`src/rtl/fifo_reader_if.sv`:
```
// fifo_reader_if: groups the FIFO read port and the downstream valid/ready
// stream of fifo_reader.
//   fifo_rd_en  read strobe to the FIFO
//   fifo_empty  FIFO empty flag
//   fifo_rdata  FIFO read data, registered, valid the cycle after a strobe
//   m_valid     output word available
//   m_data      output word
//   m_ready     downstream accepts m_data this cycle
// master = the reader, slave = FIFO + downstream consumer.
interface fifo_reader_if #(parameter int DW = 8);
  logic          fifo_rd_en;
  logic          fifo_empty;
  logic [DW-1:0] fifo_rdata;
  logic          m_valid;
  logic [DW-1:0] m_data;
  logic          m_ready;

  modport master (
    output fifo_rd_en, m_valid, m_data,
    input  fifo_empty, fifo_rdata, m_ready
  );

  modport slave (
    input  fifo_rd_en, m_valid, m_data,
    output fifo_empty, fifo_rdata, m_ready
  );
endinterface

```
`src/rtl/fifo_reader.sv`:
```
// fifo_reader: drains a synchronous FIFO (one-cycle registered read data)
// into an in-order valid/ready stream through a 3-entry output buffer.
//   clk       rising-edge clock, shared with the FIFO
//   rst       asynchronous active-low reset
//   en        1 = allowed to issue FIFO reads (buffer drains regardless)
//   bus       fifo_reader_if.master: FIFO read port + output stream
//   rd_count  output transfers since reset, wraps mod 2^CNTW
//   idle      nothing buffered, no read in flight, FIFO empty
module fifo_reader #(
  parameter int DW   = 8,
  parameter int CNTW = 16
) (
  input  logic            clk,
  input  logic            rst,
  input  logic            en,
  fifo_reader_if.master   bus,
  output logic [CNTW-1:0] rd_count,
  output logic            idle
);

  logic [2:0][DW-1:0] mem;
  logic [1:0]         wr_idx;
  logic [1:0]         rd_idx;
  logic [1:0]         occ;
  logic               inflight;
  logic               cap;
  logic               xfer;
  logic [2:0]         reserved;

  function automatic logic [1:0] nxt(input logic [1:0] i);
    return (i == 2'd2) ? 2'd0 : i + 2'd1;
  endfunction

  // Slots already claimed: buffered words plus the one coming back from the FIFO.
  // Only issue when a slot is guaranteed free at capture time; this keeps
  // m_ready out of the strobe path while still sustaining one word per cycle.
  assign reserved       = {1'b0, occ} + {2'b0, inflight};
  // rst gating keeps the strobe low for the whole reset, not only after an edge.
  assign bus.fifo_rd_en = rst && en && !bus.fifo_empty && (reserved < 3'd3);

  assign bus.m_valid = (occ != 2'd0);
  assign bus.m_data  = mem[rd_idx];

  assign cap  = inflight;
  assign xfer = bus.m_valid && bus.m_ready;

  assign idle = (occ == 2'd0) && !inflight && bus.fifo_empty;

  always_ff @(posedge clk or negedge rst) begin
    if (!rst) begin
      mem      <= '0;
      wr_idx   <= 2'd0;
      rd_idx   <= 2'd0;
      occ      <= 2'd0;
      inflight <= 1'b0;
      rd_count <= '0;
    end else begin
      inflight <= bus.fifo_rd_en;
      if (cap) begin
        mem[wr_idx] <= bus.fifo_rdata;
        wr_idx      <= nxt(wr_idx);
      end
      if (xfer) begin
        rd_idx   <= nxt(rd_idx);
        rd_count <= rd_count + 1'b1;
      end
      case ({cap, xfer})
        2'b10:   occ <= occ + 2'd1;
        2'b01:   occ <= occ - 2'd1;
        default: occ <= occ;
      endcase
    end
  end

endmodule

```
`src/flat_wrapper.sv`:
```
// flat-port wrapper written by rule: the top's interface ports become plain ports
module fifo_reader_flat 
#(
  parameter int DW   = 8,
  parameter int CNTW = 16
)
  (clk, rst, en, rd_count, idle, bus_fifo_rd_en, bus_m_valid, bus_m_data, bus_fifo_empty, bus_fifo_rdata, bus_m_ready);
  fifo_reader_if #(.DW(DW)) bus_i ();
  input  logic clk;
  input  logic rst;
  input  logic en;
  output logic [CNTW-1:0] rd_count;
  output logic idle;
  output wire logic [$bits(bus_i.fifo_rd_en)-1:0] bus_fifo_rd_en;
  output wire logic [$bits(bus_i.m_valid)-1:0] bus_m_valid;
  output wire logic [$bits(bus_i.m_data)-1:0] bus_m_data;
  input wire logic [$bits(bus_i.fifo_empty)-1:0] bus_fifo_empty;
  input wire logic [$bits(bus_i.fifo_rdata)-1:0] bus_fifo_rdata;
  input wire logic [$bits(bus_i.m_ready)-1:0] bus_m_ready;
  assign bus_fifo_rd_en = bus_i.fifo_rd_en;
  assign bus_m_valid = bus_i.m_valid;
  assign bus_m_data = bus_i.m_data;
  assign bus_i.fifo_empty = bus_fifo_empty;
  assign bus_i.fifo_rdata = bus_fifo_rdata;
  assign bus_i.m_ready = bus_m_ready;
  fifo_reader #(.DW(DW), .CNTW(CNTW)) u_core (.clk(clk), .rst(rst), .en(en), .bus(bus_i), .rd_count(rd_count), .idle(idle));
endmodule
```
`config.mk`:
```
export PLATFORM = sky130hd
export DESIGN_NAME = fifo_reader_flat
export DESIGN_NICKNAME = d
export VERILOG_FILES = /design/src/rtl/fifo_reader_if.sv /design/src/rtl/fifo_reader.sv /design/src/flat_wrapper.sv
export SDC_FILE = /design/constraint.sdc
export NUM_CORES = 1
export LEC_CHECK = 0
export CELL_PAD_IN_SITES_DETAIL_PLACEMENT = 1
export CELL_PAD_IN_SITES_GLOBAL_PLACEMENT = 1
export CORE_ASPECT_RATIO = 0.7
export CORE_UTILIZATION = 44
export CTS_CLUSTER_DIAMETER = 50
export DETAILED_ROUTE_END_ITERATION = 10
export HOLD_SLACK_MARGIN = 0.15
export PLACE_DENSITY_LB_ADDON = 0.08
export RECOVER_POWER = 25
export SLEW_MARGIN = 20
export SYNTH_ARGS = -nofsm -noshare
export SYNTH_HDL_FRONTEND = slang
export SYNTH_SLANG_ARGS = --single-unit
```
`constraint.sdc`:
```
create_clock -name clk -period 2.7 [get_ports clk]
set_input_delay 0.27 -clock clk [delete_from_list [all_inputs] [get_ports clk]]
set_output_delay 0.27 -clock clk [all_outputs]
set_load 0.02 [all_outputs]
```
==> key figures <==
Clocking
  • CTS tree: done
  • Clock transition at path regs: 0.09 ns
  • Max H-tree Level: 2
  • Cts bufs inserted: 5
  • Clock Sink Count: 47
  • Max Buffers Root-to-Sink: 2
  • Skew-Pair Late Insertion Delay: around 0.3 ns
  • Root buffer cell: clkbuf_8

Power and ir drop
  • Internal: 1.86 mW
  • Clock share of power: between 10% and 20%
  • Final Power: a little under 3 mW
  • Max VDD drop: about 0.56 mV
  • Sw Share: 36.9%
  • Leak: 1.14 nW
  • PD cells: 1110 nW/µm²
  • Logic pwr share: 42.5%
  • Switching pwr: 1.09 mW
  • Sequential Power Share: a little over two fifths

Worst setup path
  • Worst r2r path cells: 3
  • Worst-path cell chain: ha_1 -> ha_1 -> a2111oi_1 -> dlygate4sd2_1
  • CP Max Fanout: 5
  • WP data required: around 2.4 ns
  • CP top delay family: adder cells
  • CP startpoint kind: flip-flop
  • Slowest cell on the critical path: a2111oi_1
  • Setup Crit Path Kind: reg -> out
  • Most Frequent Cell on Critical Path: ha_1
  • Max incr delay on CP: approximately 0.52 ns
  • Worst R2R Setup Slack: 0.86 ns
  • RR Endpoint: u_core.mem[7]
  • Critical Path AT: between 2 and 2.5 ns
  • Crit path buf inv count: 1
  • Crit end category: primary output
  • Worst r2r src: u_core.cap

Timing
  • Period utilisation layout: ~92%
  • Fin crit period: 2.49 ns
  • Tightest Pin Transition: 1.15 ns
  • Worst slew margin: 23.0%
  • Skew final: ~0.011 ns
  • Setup TNS: 0 ns
  • Fmax achieved: 402 MHz
  • Final Max Slew Viols: 0
  • RSZ-0062 raised after global routing: false
  • Final Hold Fails: 0
  • # setup viols final: 0

Synth
  • Largest family of logic cells by synthesized area: multiplexers
  • Post-synth cell types: 27
  • Xor/xnor share of the synthesized area: between 7 and 8%
  • Synth Instances: 167
  • Adder-Cell Fraction of Synth Area: 2.39%
  • Syn. warnings: 0
  • Syn Nets: 184
  • Mean Syn Cell Area: 12.5 µm²
  • Mapped Area: 2090 µm²
  • Yosys reg bits: 47
  • Mux cell area share after synthesis: 16.8%
  • Compound-Gate Fraction of Synth Area: under 10%
  • Simple-gate share of the synthesized area: between 10% and 20%
  • Register area share after synthesis: between 50% and 60%

Flow run
  • MaxCap Viol Count: 0

Hold path
  • Worst Hold End: u_core.rd_count[15]
  • WHS Path Cells: 1
  • Hold Crit Class: reg -> reg
  • Hold_sp: u_core.rd_count[15]

Global route
  • Total global-route track usage: 22.0%
  • Vias in the first global route: 1620
  • Congestion Overflow GR: 0
  • Pin count of the biggest net entering global routing: 48
  • First-pass GRT wire length: 8170 µm
  • Initial antenna violation count: 0

Floorplanning
  • Die area: between 5000 and 6000 µm²
  • Core ar.: 4450 µm²
  • Chip width: between 80 and 90 µm
  • Die height: 59.7 µm
  • Row cnt: 20
  • I/O pin total: 40
  • Initial Util: 46.9%

Final layout
  • Antenna cells: 0
  • Area growth, synth to finish: 27.2%
  • Proportion of layout cells with a drive suffix above 1: about a fifth
  • Nets: 230

Routing
  • Routed wire length: 4870 µm
  • DRC errors left: 4
  • Routed length per instance: 18.1 µm
  • Drt initial violations: 78
  • DRT Pass-1 Iters: 9
  • DR vias: 1437
  • ANT nets after route: 0
  • Drt via density: 5.34

Outcome
  • Failing checks: DRC
  • Outcome: finished with violations

Placed design
  • Dpl hpwl: 3400 µm
  • RePlAce Congestion: about 0.75
  • Port bufs: 39
## power by group through the flow
stage | combinational (mW) | sequential, mW | clock, mW
after floorplan | 0.724 | 1.20 | 0
after global placement | 1.20 | 1.21 | 0
after detailed placement | 1.25 | 1.25 | 0
after CTS | 1.27 | 1.23 | 0.477
after global routing | 1.37 | 1.27 | 0.509
final | 1.25 | 1.23 | 0.471
## state kept, by name, indices dropped and copies added, names as in the netlist
| register | cells |
|---|---|
| u_core.cap | 1 |
| u_core.mem | 24 |
| u_core.occ | 2 |
| u_core.rd_count | 16 |
| u_core.rd_idx | 2 |
| u_core.wr_idx | 2 |
## routing by layer
layer | global-route usage, % | up-vias | part of all wire, %
met3 | 5.39 | 8 | 4.0
li1 | - | 670 | -
met2 | 39.5 | 31 | 50
met5 | 0 | - | 0
met4 | 7.51 | 0 | 1.1
met1 | 26.9 | 728 | 45
## final cells by class
| type | count | area, µm² |
|---|---|---|
| multi-input combinational | 113 | 887 |
| fill | 463 | 1790 |
| clock inverter | 1 | 7.51 |
| timing repair buffer | 43 | 413 |
| clock buffer | 7 | 96.3 |
| inverter | 3 | 11.3 |
| sequential | 47 | 1180 |
| tap | 55 | 68.8 |
## Yosys cell counts
library cell / count / share of area [%]
nor4_4: 1 / 1.0
xor2_1: 4 / 1.7
ha_1: 4 / 2.4
nor3b_1: 1 / 0.36
dfrtp_1: 47 / 56
nand3_1: 5 / 1.2
clkbuf_1: 2 / 0.36
a21o_2: 1 / 0.42
nor3_2: 1 / 0.48
and3_1: 1 / 0.30
o21ai_0: 10 / 2.4
a2111oi_0: 1 / 0.42
nor2_1: 2 / 0.36
buf_2: 2 / 0.48
mux2i_1: 8 / 3.8
nor3_1: 3 / 0.72
nand4_1: 3 / 0.90
or2_2: 2 / 0.60
or3_1: 1 / 0.30
mux2_2: 24 / 13
and4_1: 2 / 0.84
o21ai_4: 1 / 0.78
nand2_1: 22 / 3.9
xnor2_1: 14 / 5.9
nor2b_1: 1 / 0.30
inv_1: 3 / 0.54
a21o_1: 1 / 0.36
## layout by cell type (no fill, tap or decap)
master,instances
and4_1,2
clkbuf_2,1
clkbuf_1,1
nor3b_1,1
xnor2_1,14
inv_1,3
nor2_1,2
clkdlybuf4s50_1,37
a21o_2,1
mux2i_1,8
nor3_2,1
nand4_1,3
o21ai_4,1
a2111oi_1,1
mux2_2,24
nor3_1,3
nand3_1,5
nor2b_1,1
clkbuf_8,7
o21ai_0,10
or3_1,1
nand2_1,22
buf_4,2
xor2_1,4
dlygate4sd3_1,1
ha_1,4
or2_2,2
clkinvlp_4,1
nor4_4,1
and3_1,1
dlygate4sd2_1,1
a21o_1,1
dfrtp_1,47
## through the flow
stage / instances / area, µm² / hold slack (ns) / utilization [%] / worst slack, ns
2_1_floorplan: 167 / 2090 / -0.0256 / - / 0.300
6_report: 269 / 2660 / 0.493 / 59.7 / 0.214
3_3_place_gp: 260 / 2550 / 0.397 / 57.2 / 0.318
4_1_cts: 269 / 2660 / 0.500 / 59.8 / 0.206
3_5_place_dp: 260 / 2550 / 0.412 / 57.2 / 0.143
5_1_grt: 269 / 2660 / 0.533 / 59.7 / 0.0612
## worst register-to-register path, stage by stage (launching register included)
cell,delay (ns)
dfrtp_1,0.44
inv_1,0.13
nor3_2,0.72
mux2_2,0.43
## kinds of logic (layout without fill, tap and decap cells)
logic type / Yosys count / after routing
muxes: 32 / 32
adders and majority gates: 4 / 4
DFF: 47 / 47
and+or+nand+nor: 45 / 45
AOI/OAI and AO/OA: 14 / 14
xor gates and xnor gates: 18 / 18
buffers and inverters: 7 / 54
## timing repair
item / CTS / global route
buffers inserted: 0 / 0
gates resized for setup: 2 / 0
hold endpoints to repair: 47 / 0
endpoints found under the setup margin: 1 / 0
hold buffers: 1 / 0
## how the worst max path moves through the flow
stage | start | to | slack, ns | cells after the start
floorplan | u_core.occ[0] | bus_fifo_rd_en | 0.30 | 3
global placement | u_core.occ[0] | bus_fifo_rd_en | 0.32 | 4
detailed placement | u_core.occ[0] | bus_fifo_rd_en | 0.14 | 4
CTS | u_core.occ[0] | bus_fifo_rd_en | 0.21 | 4
global route | u_core.occ[0] | bus_fifo_rd_en | 0.06 | 4
finish | u_core.occ[0] | bus_fifo_rd_en | 0.21 | 4
Note: power is estimated with default switching activity, not from simulation.
